<file path="src/rtl/multdiv_pkg.sv">
// multdiv_pkg: shared state encoding, default step counts and step-count helper
package multdiv_pkg;
    typedef enum logic [1:0] {IDLE, LOAD, RUN, DONE} state_t;
    localparam int MULT_STEPS_DEF = 16;
    localparam int DIV_STEPS_DEF = 32;
    function automatic int n_steps(input logic op_div, input int mult_steps, input int div_steps);
        return op_div ? div_steps : mult_steps;
    endfunction
endpackage

</file>
<file path="src/rtl/multdiv_sequencer_step_counter.sv">
// step_counter: clearable, enabled up-counter that parks at its terminal value
module step_counter #(
    parameter int CNT_W = 5
) (
    input  logic             clock,
    input  logic             ctrl_reset,
    input  logic             clear,
    input  logic             enable,
    input  logic [CNT_W-1:0] terminal,
    output logic [CNT_W-1:0] count,
    output logic             at_terminal
);
    assign at_terminal = count == terminal;
    // reset and clear zero the count; enable advances it but never past terminal
    always_ff @(posedge clock) begin
        if (ctrl_reset || clear) count <= '0;
        else if (enable && !at_terminal) count <= count + CNT_W'(1);
    end
endmodule

</file>
<file path="src/rtl/multdiv_sequencer.sv">
// multdiv_sequencer: control FSM sequencing load, iteration steps and result handshake
module multdiv_sequencer import multdiv_pkg::*; #(
    parameter int MULT_STEPS = MULT_STEPS_DEF,
    parameter int DIV_STEPS  = DIV_STEPS_DEF,
    parameter int CNT_W      = 5
) (
    input  logic             clock,
    input  logic             ctrl_reset,
    input  logic             ctrl_MULT,
    input  logic             ctrl_DIV,
    input  logic             divisor_zero,
    output logic             load,
    output logic             op_div,
    output logic             step_en,
    output logic [CNT_W-1:0] step_idx,
    output logic             busy,
    output logic             data_resultRDY,
    output logic             data_exception
);
    state_t state, state_nx;
    logic op_div_nx, exc, exc_nx, at_term;
    logic [CNT_W-1:0] count;
    logic req, conflict, dz;
    assign req      = ctrl_MULT | ctrl_DIV;
    assign conflict = ctrl_MULT & ctrl_DIV;
    assign dz       = ctrl_DIV & divisor_zero & ~ctrl_MULT;
    step_counter #(.CNT_W(CNT_W)) u_cnt (
        .clock      (clock),
        .ctrl_reset (ctrl_reset),
        .clear      (state == LOAD),
        .enable     (state == RUN),
        .terminal   (CNT_W'(n_steps(op_div, MULT_STEPS, DIV_STEPS) - 1)),
        .count      (count),
        .at_terminal(at_term)
    );
    // any request restarts from scratch; exception paths skip straight to DONE
    always_comb begin
        state_nx  = state == LOAD ? RUN : state == RUN ? (at_term ? DONE : RUN) : IDLE;
        op_div_nx = op_div;
        exc_nx    = 1'b0;
        if (req) begin
            state_nx  = (conflict || dz) ? DONE : LOAD;
            exc_nx    = conflict | dz;
            op_div_nx = conflict ? op_div : ctrl_DIV;
        end
    end
    // state, operation select and pending-exception flag
    always_ff @(posedge clock) begin
        if (ctrl_reset) begin
            state  <= IDLE;
            op_div <= 1'b0;
            exc    <= 1'b0;
        end else begin
            state  <= state_nx;
            op_div <= op_div_nx;
            exc    <= exc_nx;
        end
    end
    assign load           = state == LOAD;
    assign step_en        = state == RUN;
    assign busy           = load | step_en;
    assign step_idx       = step_en ? count : '0;
    assign data_resultRDY = state == DONE;
    assign data_exception = data_resultRDY & exc;
endmodule

</file>
<file path="config.mk">
export PLATFORM = sky130hd
export DESIGN_NAME = multdiv_sequencer
export DESIGN_NICKNAME = d
export VERILOG_FILES = /design/src/rtl/multdiv_pkg.sv /design/src/rtl/multdiv_sequencer_step_counter.sv /design/src/rtl/multdiv_sequencer.sv
export SDC_FILE = /design/constraint.sdc
export NUM_CORES = 1
export LEC_CHECK = 0
export ABC_AREA = 1
export CAP_MARGIN = 40
export CORE_MARGIN = 2
export CORE_UTILIZATION = 45
export CTS_CLUSTER_SIZE = 30
export DETAILED_ROUTE_END_ITERATION = 16
export GPL_ROUTABILITY_DRIVEN = 0
export GPL_TIMING_DRIVEN = 1
export PLACE_DENSITY_LB_ADDON = 0.1
export SETUP_SLACK_MARGIN = 0.4
export SYNTH_ARGS = -nofsm -noshare
export SYNTH_HDL_FRONTEND = slang
export SYNTH_HIERARCHICAL = 1
export SYNTH_SLANG_ARGS = --single-unit
</file>
<file path="constraint.sdc">
create_clock -name clock -period 3.5 [get_ports clock]
set_input_delay 0.35 -clock clock [delete_from_list [all_inputs] [get_ports clock]]
set_output_delay 0.35 -clock clock [all_outputs]
set_load 0.01 [all_outputs]
</file>
==> results of run 1 <==
==> worst min-delay path by stage <==
stage,end,cells past startpoint,slack [ns]
floorplan,state[0],1,0.41
global placement,u_cnt/count[2],2,0.51
detailed placement,u_cnt/count[2],2,0.52
CTS,u_cnt/count[2],2,0.53
global route,op_div,2,0.55
finish,op_div,2,0.52
==> through the flow <==
| step | area [sq um] | setup slack, ns |
|---|---|---|
| 5_1_grt | 856 | 1.42 |
| 2_1_floorplan | 661 | 2.29 |
| 3_3_place_gp | 830 | 1.83 |
| 3_5_place_dp | 830 | 1.82 |
| 6_report | 856 | 1.56 |
| 4_1_cts | 856 | 1.53 |
==> layout make-up <==
cell class / count / share of cell area, %
Timing Repair Buffer: 15 / 17.5
Inverter: 26 / 11.4
Multi-Input combinational cell: 76 / 44.7
Clock buffer: 4 / 3.07
Sequential cell: 9 / 21.1
Tap cell: 15 / 2.19
==> power by group <==
part	switching (W)	internal [W]
registers	0.00000401	0.000107
clock network	0.0000341	0.0000438
logic	0.0000260	0.0000240
==> Yosys cell counts <==
| cell | number |
|---|---|
| xnor2_1 | 1 |
| ha_1 | 6 |
| inv_1 | 23 |
| nand3_1 | 4 |
| nor2_2 | 1 |
| clkinv_1 | 1 |
| nor3_1 | 2 |
| nand3_2 | 2 |
| a21oi_2 | 2 |
| nand2_1 | 32 |
| inv_2 | 2 |
| nor2_1 | 15 |
| nand2_2 | 3 |
| dfxtp_1 | 9 |
| conb_1 | 1 |
==> worst register-to-register path, stage by stage (launching register included) <==
cell and delay, ns:
dfxtp_1 0.32, inv_1 0.08, ha_1 0.24, nand2_1 0.10, nor3_1 0.19, nand2_1 0.08, nand2_1 0.06, nand2_1 0.04
nor2_1 0.08
==> per-layer routing <==
metal	routed length (um)	vias to the layer above
met3	48	2
met1	508	263
li1	-	344
met5	0	-
met2	566	11
met4	14	0
==> registers in the layout, indices dropped and copies added, names as in the netlist <==
name	count
exc	1
u_cnt/count	5
state	2
op_div	1
==> logic make-up (layout without fill, tap and decap cells) <==
kind of cell | Yosys count | after routing
AO/OA/AOI/OAI | 2 | 2
flip-flops | 9 | 9
adder cells (fa/ha/maj) | 6 | 6
other | 1 | 8
XOR/XNOR | 1 | 1
AND/OR/NAND/NOR | 59 | 59
buffers and inverters | 26 | 45
==> impl_results.md, run 1 <==
- Status: complete, no violations
- Worst min path class: flop to flop
- Layer with the highest usage: met2
- Worst Setup SP: state[0]
- Initial core utilization: 48.7%
- Die W: slightly above 40 um
- Vias in the first global route: 546
- Met1 Use GR: 16.0%
- Crit path time final: 1.94 ns
- Cell mode on critical path: inv_1
- Via/cell ratio: between 4 and 5
- Share of post-route cells with drive strength above 1: 10.0%
- Post-synth top area cell: dfxtp_1
- CTS Root Cell: clkbuf_4
- Most common cell after layout, fill and taps aside: nand2_1
- Critical path startpoint category: flop
- CTS H-tree lvls: 1
- Synthesized-area fraction occupied by adder cells: 11.8%
- Initial antenna violation count: 0
- Placed Cells: 141
- Core Box Area: 1300 sq um
- Die ar.: 1730 sq um
- Layout Skew: 0.00345 ns
- Slowest stage delay, CP: 0.52 ns
- CTS tree: yes
- Synth warnings: 6
- FF/Latch Area: 180 sq um
- R2R cell count: 8
- Total grt overflow: 0
- Initial drt markers: 5
- CP Max Fanout: 6
- PwrDens: 279 nW/um^2
- Most frequent cells in the layout: nand2_1, inv_1, nor2_1, clkdlybuf4s50_1, dfxtp_1
- CTS Sinks: 9
- Reg2reg setup slack: 2.25 ns
- GRT Util Overall: 14.8%
- FILL cells: 130
- Vias: 620
- RSZ-0062 raised after global routing: false
- PnR Total Power: 0.000239 W
- DPL Wire Length: 941 um
- XOR/XNOR Fraction of Synth Area: 1.38%
- Hold Fails Final Rpt: 0
- Pin count of the biggest net entering global routing: 8
- Critical path class: flop to primary output
- Pleak: roughly 0.50 nW
- Post-Syn Instances: roughly 100
- FF-to-FF End: u_cnt/count[4]
- CTS Buf Count: 3
- Clock transition at the registers of the reported paths: 0.06 ns
- Largest family of logic cells by synthesized area: simple AND/OR/NAND/NOR gates
- Row Count: 13
- Critical Path End: step_idx[4]
- Synth cell types: 15
- First-pass GRT wire length: 2020 um
- Synth Register Bits: 9
- Post-Synth Simple-Gate Area: 39.6%
- Longest Clk Path Bufs: 2
- GR Layer Usage met3: just over 3%
- Diode count: 0
- CP Depth: 5
- Synth top area share: 28.4%
- CP max-delay cell: clkdlybuf4s50_1
- Clk Latency, worst-skew pair: approximately 0.25 ns
- Die height: 41.5 um
- Post-synthesis mux area share: 0%
- Post-CTS setup buffer count: 0
- Synthesized cell area: 634 sq um
- Crit Reg-Reg Startpoint: state[0]
- Post-layout nets: 142
- DRC: 0
- Port Buffers: 15
- Post-Layout Cell Count: 145
- Largest cells by area after synthesis: dfxtp_1, nand2_1, inv_1, ha_1, nor2_1
- Final Max Slew Viols: 0
- Multi-input logic area: between 300 and 400 sq um
- Compound-Gate Fraction of Synth Area: 2.76%
- Final ANT Viol Nets: 0
- Final setup fails: 0
- Resize count post-CTS: 0
- Sequential area share after synthesis: 28.4%
- Critical Path AT: roughly 1.6 ns
- Routed length per instance: approximately 7.8 um
- Final period util: 55.4%
- Delay-heaviest family, CP: buffers and inverters
- Max-Cap Viols: 0
- Peak VDD IR: 0.000278 V
- Fin Hold WS: about 0.52 ns
- Layout Utilization: between 60 and 70%
- Synthesized area per cell: between 6 and 7 sq um
- Critical Path RT: approximately 3.2 ns
- I/O Pins: 16
- DR pass1 iterations: 3
- Drt total wl: 1140 um
- Met2 Use GR: 26.6%
- TNS Setup: 0 ns
- Area delta synth->final: 34.9%
- Min-delay src: op_div
- WP buf/inv: 3
- Maximum clock rate: roughly 520 MHz
- CP endpoint kind: primary output
- Critical Path, Cell by Cell: inv_1 > ha_1 > nand2_1 > inv_1 > clkdlybuf4s50_1
- CTS hold repair buffers: 0
(Power assumes the default switching activity.)
==> run 2: changes to the inputs <==
==> constraint.sdc (replaced) <==
create_clock -name clock -period 1.8 [get_ports clock]
set_input_delay 0.18 -clock clock [delete_from_list [all_inputs] [get_ports clock]]
set_output_delay 0.18 -clock clock [all_outputs]
set_load 0.01 [all_outputs]
==> run 2 against run 1 <==
Against the previous run: wire length grew 14%; clock skew shrank 0.0020 ns; clock power grew 96%; worst hold slack lost 0.00062 ns; die area is the same; power grew 99%; clock-buffer cell count is the same.
==> impl_results.md, run 2 (same netlist as run 1, synthesis figures left out) <==
- Delay-heaviest family, CP: buffers and inverters
- Final worst-path setup slack: 0.385 ns (-1.18 ns)
- Maximum clock rate: 707 MHz
- First-pass GRT wire length: 2170 um (+7.2%)
- Initial antenna violation count: 0 (unchanged)
- Post-Place Worst Slack: 0.289 ns (-1.53 ns)
- Net Sw Frac: 28.1% (+1.2 points)
- Diode count: 0 (unchanged)
- Share of post-route cells with drive strength above 1: 22.6% (+13 points)
- Crit path time final: 1.42 ns
- CTS hold repair buffers: 0 (unchanged)
- GRT Util Overall: 15.8% (+1.1 points)
- Most frequent cells in the layout: nand2_1, inv_1, nor2_1, conb_1, dfxtp_1
- Most common cell after layout, fill and taps aside: nand2_1
- P_sw: 0.000134 W (+110%)
- CTS tree: yes
- Final setup fails: 0 (unchanged)
- Die height: 41.5 um (unchanged)
- Core Box Area: 1300 sq um (unchanged)
- RSZ-0062 raised after global routing: true
- CTS Root Cell: clkbuf_4
- Critical path class: flop to primary output
- Logic pwr share: 21.9% (+1.0 points)
- Initial core utilization: 48.7% (unchanged)
- Port Buffers: 15 (unchanged)
- Hold Fails Final Rpt: 0 (unchanged)
- DR pass1 iterations: 4 (+1)
- Clk Latency, worst-skew pair: 0.25 ns (about the same)
- CP max-delay cell: dfxtp_2
- CTS Sinks: 9 (unchanged)
- Die W: 41.5 um (unchanged)
- Area delta synth->final: 39.1%
- Final period util: 78.6%
- Max-Cap Viols: 0 (unchanged)
- Vias: 651 (+5.0%)
- Worst min path class: input pin to flop
- WP buf/inv: 2 (-1)
- Initial drt markers: 11 (+6)
- Critical Path RT: 1.62 ns (-1.53 ns)
- Clock Power Share: 32.2% (-0.4 points)
- Fin Hold WS: 0.520 ns (-0.000622 ns)
- CTS Buf Count: 3 (unchanged)
- DRC: 0 (unchanged)
- Row Count: 13 (unchanged)
- Clock transition at the registers of the reported paths: 0.06 ns (about the same)
- Layout Skew: 0.00149 ns (-0.00195 ns)
- TNS Setup: 0 ns (unchanged)
- Pint: 0.000342 W (+96%)
- Pleak: 0.549 nW (+10%)
- Largest register by flop count: u_cnt/count
- I/O Pins: 16 (unchanged)
- PwrDens: 539 nW/um^2 (+93%)
- Total grt overflow: 0 (unchanged)
- CP Max Fanout: 3 (-3)
- CP endpoint kind: primary output
- Critical Path, Cell by Cell: buf_4 > ha_1 > dlygate4sd2_1
- Longest Clk Path Bufs: 2 (unchanged)
- Vias in the first global route: 577 (+5.7%)
- Pin count of the biggest net entering global routing: 8 (unchanged)
- Die ar.: 1730 sq um (unchanged)
- Final Max Slew Viols: 0 (unchanged)
- Via/cell ratio: 4.40 (+2.9%)
- Peak VDD IR: 0.000370 V (+33%)
- Critical path startpoint category: flop
- Leading registers by flop count: u_cnt/count: 5 flops, state: 2 flops
- Routed length per instance: 8.78 um (+12%)
- Drt total wl: 1300 um (+14%)
- Sequential share of power: 45.9% (-0.6 points)
- Critical Path AT: 1.24 ns (-0.35 ns)
- Largest register FFs: 5 (unchanged)
- DPL Wire Length: 941 um (unchanged)
- Slowest stage delay, CP: 0.33 ns (-0.19 ns)
- Post-layout nets: 145 (+2.1%)
- Status: complete, no violations
- FILL cells: 131 (+0.77%)
- CTS H-tree lvls: 1 (unchanged)
- Final ANT Viol Nets: 0 (unchanged)
==> run 2: cell type report <==
| class | instances | area, sq um | share of cell area (%) |
|---|---|---|---|
| tap | 15 | 18.8 | 2.13 |
| inverter | 26 | 100 | 11.3 |
| clock buffer | 4 | 26.3 | 2.98 |
| timing repair buffer | 18 | 136 | 15.5 |
| multi-input combinational | 76 | 415 | 47.1 |
| sequential | 9 | 185 | 21.0 |
==> run 2: power by group through the flow <==
stage                     registers (W)  clock network, W  logic [W]
after global placement         0.000220                 0  0.0000951
after floorplan                0.000220                 0  0.0000583
final                          0.000219          0.000153   0.000104
after global routing           0.000219          0.000173   0.000117
after CTS                      0.000217          0.000155  0.0000991
after detailed placement       0.000220                 0  0.0000981
==> run 2: worst reg2reg max path, stage by stage (launching register included) <==
cell	delay, ns
dfxtp_2	0.33
buf_4	0.13
ha_1	0.22
nor2_1	0.33
nand2_1	0.12
a21oi_2	0.10
==> run 2: per-stage QoR <==
stage | total power, W | cell area (sq um) | std cells | utilization, %
after floorplan | 0.000278 | 661 | 111 | -
after global placement | 0.000315 | 830 | 141 | 63.7
after detailed placement | 0.000319 | 830 | 141 | 63.7
after CTS | 0.000471 | 870 | 146 | 66.8
after global routing | 0.000509 | 882 | 148 | 67.8
final | 0.000476 | 882 | 148 | 67.8
==> run 2: final timing paths <==
check,slack (ns),endpoint,startpoint,depth (start not counted)
setup / recovery,0.38,load,state[0],3
hold reg to reg,0.52,op_div,op_div,2
setup reg to reg,0.50,u_cnt/count[2],state[0],5
hold / removal,0.52,state[0],ctrl_reset,2
==> run 2: layer usage <==
metal	wire length (um)	part of all wire, %	vias to the layer above	track usage, %
met5	0	0	-	0
met4	14	1.1	0	7.10
met3	49	3.8	2	3.48
met2	686	53	11	30.9
met1	549	42	289	15.4
li1	-	-	349	-
==> run 2: timing repair <==
item / CTS / global route
setup endpoints to repair: 10 / 10
pin swaps: 0 / 3
hold endpoints to repair: 0 / 0
gates resized for setup: 22 / 17
cloned: 0 / 0
setup buffers: 1 / 2
==> run 3: changes to the inputs <==
==> constraint.sdc (replaced) <==
create_clock -name clock -period 1.5 [get_ports clock]
set_input_delay 0.15 -clock clock [delete_from_list [all_inputs] [get_ports clock]]
set_output_delay 0.15 -clock clock [all_outputs]
set_load 0.01 [all_outputs]
==> run 3 against run 2 <==
Against the previous run: worst setup slack got worse by 0.21 ns; clock-buffer cell count did not move; first-iteration DRC count did not move; largest cell class unchanged; combinational power rose by 86%; power rose by 37%; core utilization rose by 17 points; die area did not move; sequential cell count did not move; register-to-register slack got worse by 0.28 ns; clock skew rose by 0.0011 ns; worst hold slack got worse by 0.0064 ns.
==> impl_results.md, run 3 (same netlist as run 1, synthesis figures left out) <==
- Pin count of the biggest net entering global routing: 8 (unchanged)
- Critical path class: flop to primary output
- Placed Cells: 145 (+2.8%)
- Placed inst area: 875 sq um (+5.4%)
- Vias: 701 (+7.7%)
- Post-route cell area: 1110 sq um (+26%)
- Clk Latency, worst-skew pair: 0.27 ns (+0.02 ns)
- Clock Power Share: 30.1% (-2.1 points)
- First-pass GRT wire length: 2720 um (+25%)
- PwrDens: 586 nW/um^2 (+8.7%)
- Final ANT Viol Nets: 0 (unchanged)
- Pint: 0.000452 W (+32%)
- CTS Buf Count: 3 (unchanged)
- P_sw: 0.000198 W (+48%)
- CP endpoint kind: primary output
- Pleak: 0.627 nW (+14%)
- Maximum clock rate: 755 MHz
- Die W: 41.5 um (unchanged)
- Slowest stage delay, CP: 0.35 ns (+0.02 ns)
- Initial antenna violation count: 0 (unchanged)
- CP max-delay cell: dfxtp_2
- Initial core utilization: 48.7% (unchanged)
- Share of post-route cells with drive strength above 1: 47.9% (+25 points)
- Diode count: 0 (unchanged)
- CTS tree: yes
- RSZ-0062 raised after global routing: true
- Post-Layout Cell Count: 157 (+6.1%)
- Core Box Area: 1300 sq um (unchanged)
- Die height: 41.5 um (unchanged)
- Post-layout nets: 154 (+6.2%)
- DR pass1 iterations: 4 (unchanged)
- FILL cells: 82 (-37%)
- Final setup fails: 0 (unchanged)
- Vias in the first global route: 631 (+9.4%)
- Net Sw Frac: 30.4% (+2.4 points)
- Layout Utilization: 85.2% (+17 points)
- Final Max Slew Viols: 0 (unchanged)
- Logic pwr share: 29.7% (+7.8 points)
- Die ar.: 1730 sq um (unchanged)
- CTS H-tree lvls: 1 (unchanged)
- Most frequent cells in the layout: nand2_1, inv_1, buf_6, nor2_1, inv_2
- Critical Path, Cell by Cell: inv_2 > buf_6 > buf_6 > ha_4 > buf_6
- Worst min path class: flop to flop
- CTS Sinks: 9 (unchanged)
- Peak VDD IR: 0.000519 V (+40%)
- Critical path startpoint category: flop
- Drt total wl: 1640 um (+26%)
- DPL Wire Length: 990 um (+5.3%)
- Leading registers by flop count: u_cnt/count: 5 flops, state: 2 flops
- CTS hold repair buffers: 0 (unchanged)
- GRT Util Overall: 20.7% (+4.9 points)
- Reg2reg setup slack: 0.22 ns (-0.28 ns)
- Status: complete, no violations
- Final period util: 88.3%
- Total grt overflow: 0 (unchanged)
- Critical Path AT: 1.17 ns (-0.07 ns)
- Port Buffers: 15 (unchanged)
- DRC: 0 (unchanged)
- CP Max Fanout: 5 (+2)
- Initial drt markers: 11 (unchanged)
- Cell mode on critical path: buf_6
- Crit path time final: 1.32 ns
- CTS Root Cell: clkbuf_4
- Routed length per instance: 10.4 um (+19%)
- Layout Skew: 0.00263 ns (+0.00114 ns)
- Clock transition at the registers of the reported paths: 0.06 ns (about the same)
- TNS Setup: 0 ns (unchanged)
- Area delta synth->final: 74.8%
- Largest register by flop count: u_cnt/count
- Hold Fails Final Rpt: 0 (unchanged)
- Via/cell ratio: 4.46 (+1.5%)
- Sequential share of power: 40.2% (-5.7 points)
- Max-Cap Viols: 0 (unchanged)
- Most common cell after layout, fill and taps aside: nand2_1
- Row Count: 13 (unchanged)
- I/O Pins: 16 (unchanged)
- Longest Clk Path Bufs: 2 (unchanged)
- Critical Path RT: 1.35 ns (-0.27 ns)
- Largest register FFs: 5 (unchanged)
run 3: power by group through the flow:
stage               registers, W  clock network, W   logic, W
detailed placement      0.000264                 0   0.000132
global route            0.000263          0.000216   0.000210
finish                  0.000261          0.000196   0.000193
global placement        0.000263                 0   0.000129
CTS                     0.000260          0.000201   0.000172
floorplan               0.000265                 0  0.0000734
run 3: layer usage:
metal	vias to the layer above	share of wire (%)	GRT usage, %
li1	373	-	-
met1	310	37	19.9
met2	16	58	41.9
met3	2	3.2	2.61
met4	0	0.85	9.68
met5	-	0	0
run 3: final timing paths:
path | cells after the start | to | from
max reg2reg | 10 | u_cnt/count[4] | state[0]
min reg2reg | 2 | op_div | op_div
max | 5 | step_en | state[0]
min | 2 | op_div | op_div
run 3: cell type report:
cell class                 count  area, sq um  share of cell area (%)
multi-input combinational     76          509                    45.9
inverter                      26          100                    9.03
tap                           15         18.8                    1.69
clock buffer                   4         26.3                    2.37
sequential                     9          196                    17.7
timing repair buffer          27          258                    23.3
run 3: metrics by stage:
stage               setup slack (ns)  total power (W)  hold WS [ns]
finish                         0.176         0.000650         0.514
global route                   0.144         0.000689         0.522
CTS                            0.155         0.000632         0.495
detailed placement            0.0471         0.000396         0.503
global placement              0.0557         0.000392         0.506
floorplan                      0.378         0.000338         0.212
run 3: critical path: cells and delay by family (launching register included):
kind | cells | cell delay [ns]
adder cells (fa/ha/maj) | 1 | 0.17
flip-flops | 1 | 0.35
buffers and inverters | 4 | 0.39
run 3: timing repair:
| item | CTS | global route |
|---|---|---|
| endpoints found under the setup margin | 17 | 17 |
| buffers inserted | 6 | 2 |
| gates resized for setup | 70 | 27 |
| pin swaps | 12 | 6 |
